==> src/rtl/config_mux_chain.sv <==
// Serially configured bit mux: a scan-style config chain selects one data_in bit, optionally registered.
// data_out is zero-latency in combinational mode and one-cycle latency in registered mode; config_out lags config_in by CFG_WIDTH shifts.
module config_mux_chain #(
  parameter int DATA_WIDTH = 5,
  parameter int SEL_WIDTH  = 3
) (
  input  logic                  clock,
  input  logic                  nreset,
  input  logic [DATA_WIDTH-1:0] data_in,
  output logic                  data_out,
  input  logic                  config_enable,
  input  logic                  config_in,
  output logic                  config_out,
  output logic                  configured
);

  localparam int CFG_WIDTH = SEL_WIDTH + 1;
  localparam int CNT_WIDTH = (CFG_WIDTH > 1) ? $clog2(CFG_WIDTH) : 1;
  localparam logic [CNT_WIDTH-1:0] LAST_BIT = CNT_WIDTH'(CFG_WIDTH - 1);

  typedef enum logic {
    UNCONFIGURED = 1'b0,
    ACTIVE       = 1'b1
  } state_t;

  state_t                 state_q, state_d;
  logic [CFG_WIDTH-1:0]   cfg_shift_q, cfg_shift_d;
  logic [CFG_WIDTH-1:0]   cfg_active_q, cfg_active_d;
  logic [CNT_WIDTH-1:0]   bit_cnt_q, bit_cnt_d;
  logic                   data_reg_q, data_reg_d;
  logic                   commit;
  logic                   mux_bit;
  logic [SEL_WIDTH-1:0]   sel;
  logic                   mode_reg;

  assign sel      = cfg_active_q[SEL_WIDTH-1:0];
  assign mode_reg = cfg_active_q[SEL_WIDTH];

  always_ff @(posedge clock) begin
    if (!nreset) begin
      state_q      <= UNCONFIGURED;
      cfg_shift_q  <= '0;
      cfg_active_q <= '0;
      bit_cnt_q    <= '0;
      data_reg_q   <= 1'b0;
    end else begin
      state_q      <= state_d;
      cfg_shift_q  <= cfg_shift_d;
      cfg_active_q <= cfg_active_d;
      bit_cnt_q    <= bit_cnt_d;
      data_reg_q   <= data_reg_d;
    end
  end

  // A paused load simply holds bit_cnt; only the final shift of a word commits it.
  always_comb begin
    cfg_shift_d  = cfg_shift_q;
    cfg_active_d = cfg_active_q;
    bit_cnt_d    = bit_cnt_q;
    state_d      = state_q;
    commit       = 1'b0;
    if (config_enable) begin
      cfg_shift_d = {config_in, cfg_shift_q[CFG_WIDTH-1:1]};
      if (bit_cnt_q == LAST_BIT) begin
        commit       = 1'b1;
        bit_cnt_d    = '0;
        cfg_active_d = cfg_shift_d;
      end else begin
        bit_cnt_d = bit_cnt_q + CNT_WIDTH'(1);
      end
    end
    case (state_q)
      UNCONFIGURED: if (commit) state_d = ACTIVE;
      ACTIVE:       state_d = ACTIVE;
      default:      state_d = UNCONFIGURED;
    endcase
  end

  // Selectors beyond the last data input fall through to zero.
  always_comb begin
    mux_bit = 1'b0;
    for (int i = 0; i < DATA_WIDTH; i++) begin
      if (int'(sel) == i) mux_bit = data_in[i];
    end
  end

  assign data_reg_d = commit ? 1'b0 : mux_bit;

  assign configured = (state_q == ACTIVE);
  assign config_out = cfg_shift_q[0];
  assign data_out   = !configured ? 1'b0 : (mode_reg ? data_reg_q : mux_bit);

endmodule

==> config.mk <==
export PLATFORM = sky130hd
export DESIGN_NAME = config_mux_chain
export DESIGN_NICKNAME = d
export VERILOG_FILES = /design/src/rtl/config_mux_chain.sv
export SDC_FILE = /design/constraint.sdc
export NUM_CORES = 1
export LEC_CHECK = 0
export ABC_CLOCK_PERIOD_IN_PS = 1400
export CAP_MARGIN = 40
export CORE_UTILIZATION = 29
export DETAILED_ROUTE_END_ITERATION = 10
export GPL_TIMING_DRIVEN = 0
export PLACE_DENSITY = 0.6
export SYNTH_ARGS = -nofsm -noshare
export SYNTH_HDL_FRONTEND = slang
export SYNTH_SLANG_ARGS = --single-unit
==> constraint.sdc <==
create_clock -name clock -period 1.4 [get_ports clock]
set_input_delay 0.35 -clock clock [delete_from_list [all_inputs] [get_ports clock]]
set_output_delay 0.35 -clock clock [all_outputs]
set_load 0.01 [all_outputs]
==> reports/summary.txt <==
Die Y: 44.3 µm
multi-input logic area: 263 µm²
internal power: 0.490 mW
Setup WS post-layout: -0.276 ns
reg2reg path depth: 4
delay-heaviest family, CP: compound AO/OA/AOI/OAI gates
Global Route Usage Sum: 0.110
Avg Vias per Cell: 4.41
leakage power: 0.278 nW
top layer in use: met4
Clock power frac: 0.334
fin crit share: 1.20
Hold Path Cell Cnt: 2
Clk Latency, worst-skew pair: 0.27 ns
final RePlAce weighted congestion: 0.665
Synth Cell Area: 518 µm²
Hold Crit Start: cfg_active_q[3]
Setup Skew: 0.00413 ns
via count: 410
Post-synth EDFFs: 0
min Tclk post-route: 1.68 ns
RSZ-0062 raised after global routing: true
CTS tree: built
NetSw: 0.142 mW
Power Density: 922 nW/µm²
Slew Limit Fails: 0
core area: 1590 µm²
crit-path cells: mux2i_1, o32a_1, a31oi_1, buf_2
vias in the first global route: 357
Final setup viols: 1
failing checks: negative setup slack
nets@finish: 81
Flop pwr share: 0.565
post-synth net total: 64
initial antenna violation count: 0
worst slew pin tran: 0.362 ns
Layout area overhead: 32.4%
IO buf count: 11
top_reg_cell synth: dfxtp_1
DRT antenna net count: 0
worst endpoint required time: 1.05 ns
endpoint class of the critical path: output port
Max-cap violations: 0
cell area after placement: 658 µm²
first-pass detailed-route iteration total: 5
Core Rows: 14
switching power share of the total: 0.224
hold buffers post-CTS: 0
Clock Path Buffers: 2
status: finished, violations left
final hold slack: 0.471 ns
layout cells sized above 1: 0.130
Non-Filler Instances: 93
HPWL after detailed placement: 635 µm
fillers: 171
first-pass GRT wire length: 1550 µm
placed cells: 89
reg-to-reg critical path endpoint: cfg_active_q[0]
crit start category: flop
asr flop ratio synth: 0
reg2reg setup slack: 0.28 ns
FF-to-FF Start: bit_cnt_q[0]
YS warnings: 0
clk slew on worst S/H paths: 0.08 ns
Starting Density: 0.325
fin util: 0.430
slowest stage delay, CP: 0.34 ns
maximum vdd drop: 0.383 mV
gr ovfl total: 0
H-tree levels: 1
Die Wd: 44.3 µm
Syn Area/Cell: 9.59 µm²
DRT iter0 DRCs: 1
Worst EP arrival: 1.33 ns
CTS Root Cell: clkbuf_4
Pwr Total: 0.632 mW
sequential cell area: 243 µm²
metal2 WL: 370 µm
met3 routed wirelength: 58 µm
Slowest-stage cell, CP: o32a_1
sequential area share after synthesis: 0.464
post-route cell area: 686 µm²
Distinct cells, synth: 19
Hold Path End: cfg_active_q[3]
clock sink count: 12
drt total wl: 898 µm
average routed wire per standard cell: 9.66 µm
M1 WL: 460 µm
# DRC: 0
Buf/Inv on CP: 1
flops & latches, synth: 12
worst-path maximum fanout: 3
worst slack, placed: -0.840 ns
fmax: 0.597 GHz
worst hold path type: reg2reg
die area: 1960 µm²
CTS buffer count: 3
slew margin rel.: 0.758
I/O pins: 12
critical setup path kind: reg2out
Cells after Synth: 54
Fin Setup TNS: -0.276 ns
n_diodes: 0
largest net degree at the start of global routing: 11
Comb power frac: 0.101
Fin. Hold Viols: 0
==> placed cells by master (no fill, tap or decap), drive strengths merged, types with 2 or more instances in the layout <==
master,instances
clkdlybuf4s50,4
buf,3
a21oi,2
dlygate4sd2,4
nand3,5
nor2b,7
dlymetal6s2s,2
dfxtp,12
clkbuf,4
nand2,6
a21boi,4
mux2i,7
==> sequential cells by signal (all words and copies together), names as in the netlist <==
| register | flops |
|---|---|
| bit_cnt_q | 2 |
| cfg_active_q | 4 |
| cfg_shift_q | 4 |
| configured | 1 |
| data_reg_q | 1 |
==> kinds of logic after synthesis <==
family                   share of synthesized area
AO/OA/AOI/OAI                                0.133
flip-flops                                   0.464
multiplexers                                 0.135
buffers and inverters                       0.0290
AND/OR/NAND/NOR                              0.215
adder cells (fa/ha/maj)                     0.0242
==> synth_stat cells (2+ instances only) <==
library cell	count	area [µm²]
nand2_1	6	22.5
nor2b_1	7	43.8
a21oi_1	2	10.0
nand3_1	5	25.0
dfxtp_1	12	240
a21boi_0	3	22.5
mux2i_1	7	70.1
==> layout make-up <==
cell class              instances  area share
plain buffers                   2      0.0164
clock buffers                   3      0.0328
inverters                       1     0.00547
multi-input cells              39       0.383
flip-flops and latches         12       0.354
well taps                      24      0.0438
repair buffers                 12       0.164
==> layer usage <==
layer,track usage,vias to the layer above
met5,0,-
met4,0.0727,0
met3,0.0408,2
met2,0.147,11
met1,0.146,181
li1,-,216
==> power groups by stage <==
stage          Clock (mW)  Combinational (mW)  Sequential (mW)
2_1_floorplan           0              0.0354            0.364
3_3_place_gp            0              0.0676            0.365
3_5_place_dp            0              0.0682            0.365
4_1_cts             0.219              0.0662            0.357
5_1_grt             0.233              0.0710            0.358
6_report            0.211              0.0638            0.357
==> worst min-delay path: stages, from the launching register on <==
cell      delay [ns]
dfxtp_1         0.31
nand2_1         0.05
a21boi_0        0.07
==> worst max-delay path by stage <==
stage,cells past startpoint,slack (ns),startpoint,to
after floorplan,3,0.07,cfg_active_q[2],data_out
after global placement,5,-0.85,data_in[4],data_out
after detailed placement,5,-0.84,data_in[4],data_out
after CTS,4,-0.29,cfg_active_q[2],data_out
after global routing,4,-0.35,cfg_active_q[2],data_out
final,4,-0.28,cfg_active_q[2],data_out
==> timing repair <==
action / in CTS / in global routing
resized for setup: 9 / 3
pin swaps: 2 / 0
gates cloned: 0 / 0
hold endpoints to repair: 0 / 0
setup endpoints to repair: 3 / 1
buffers inserted: 1 / 0
(Power assumes the default switching activity.)
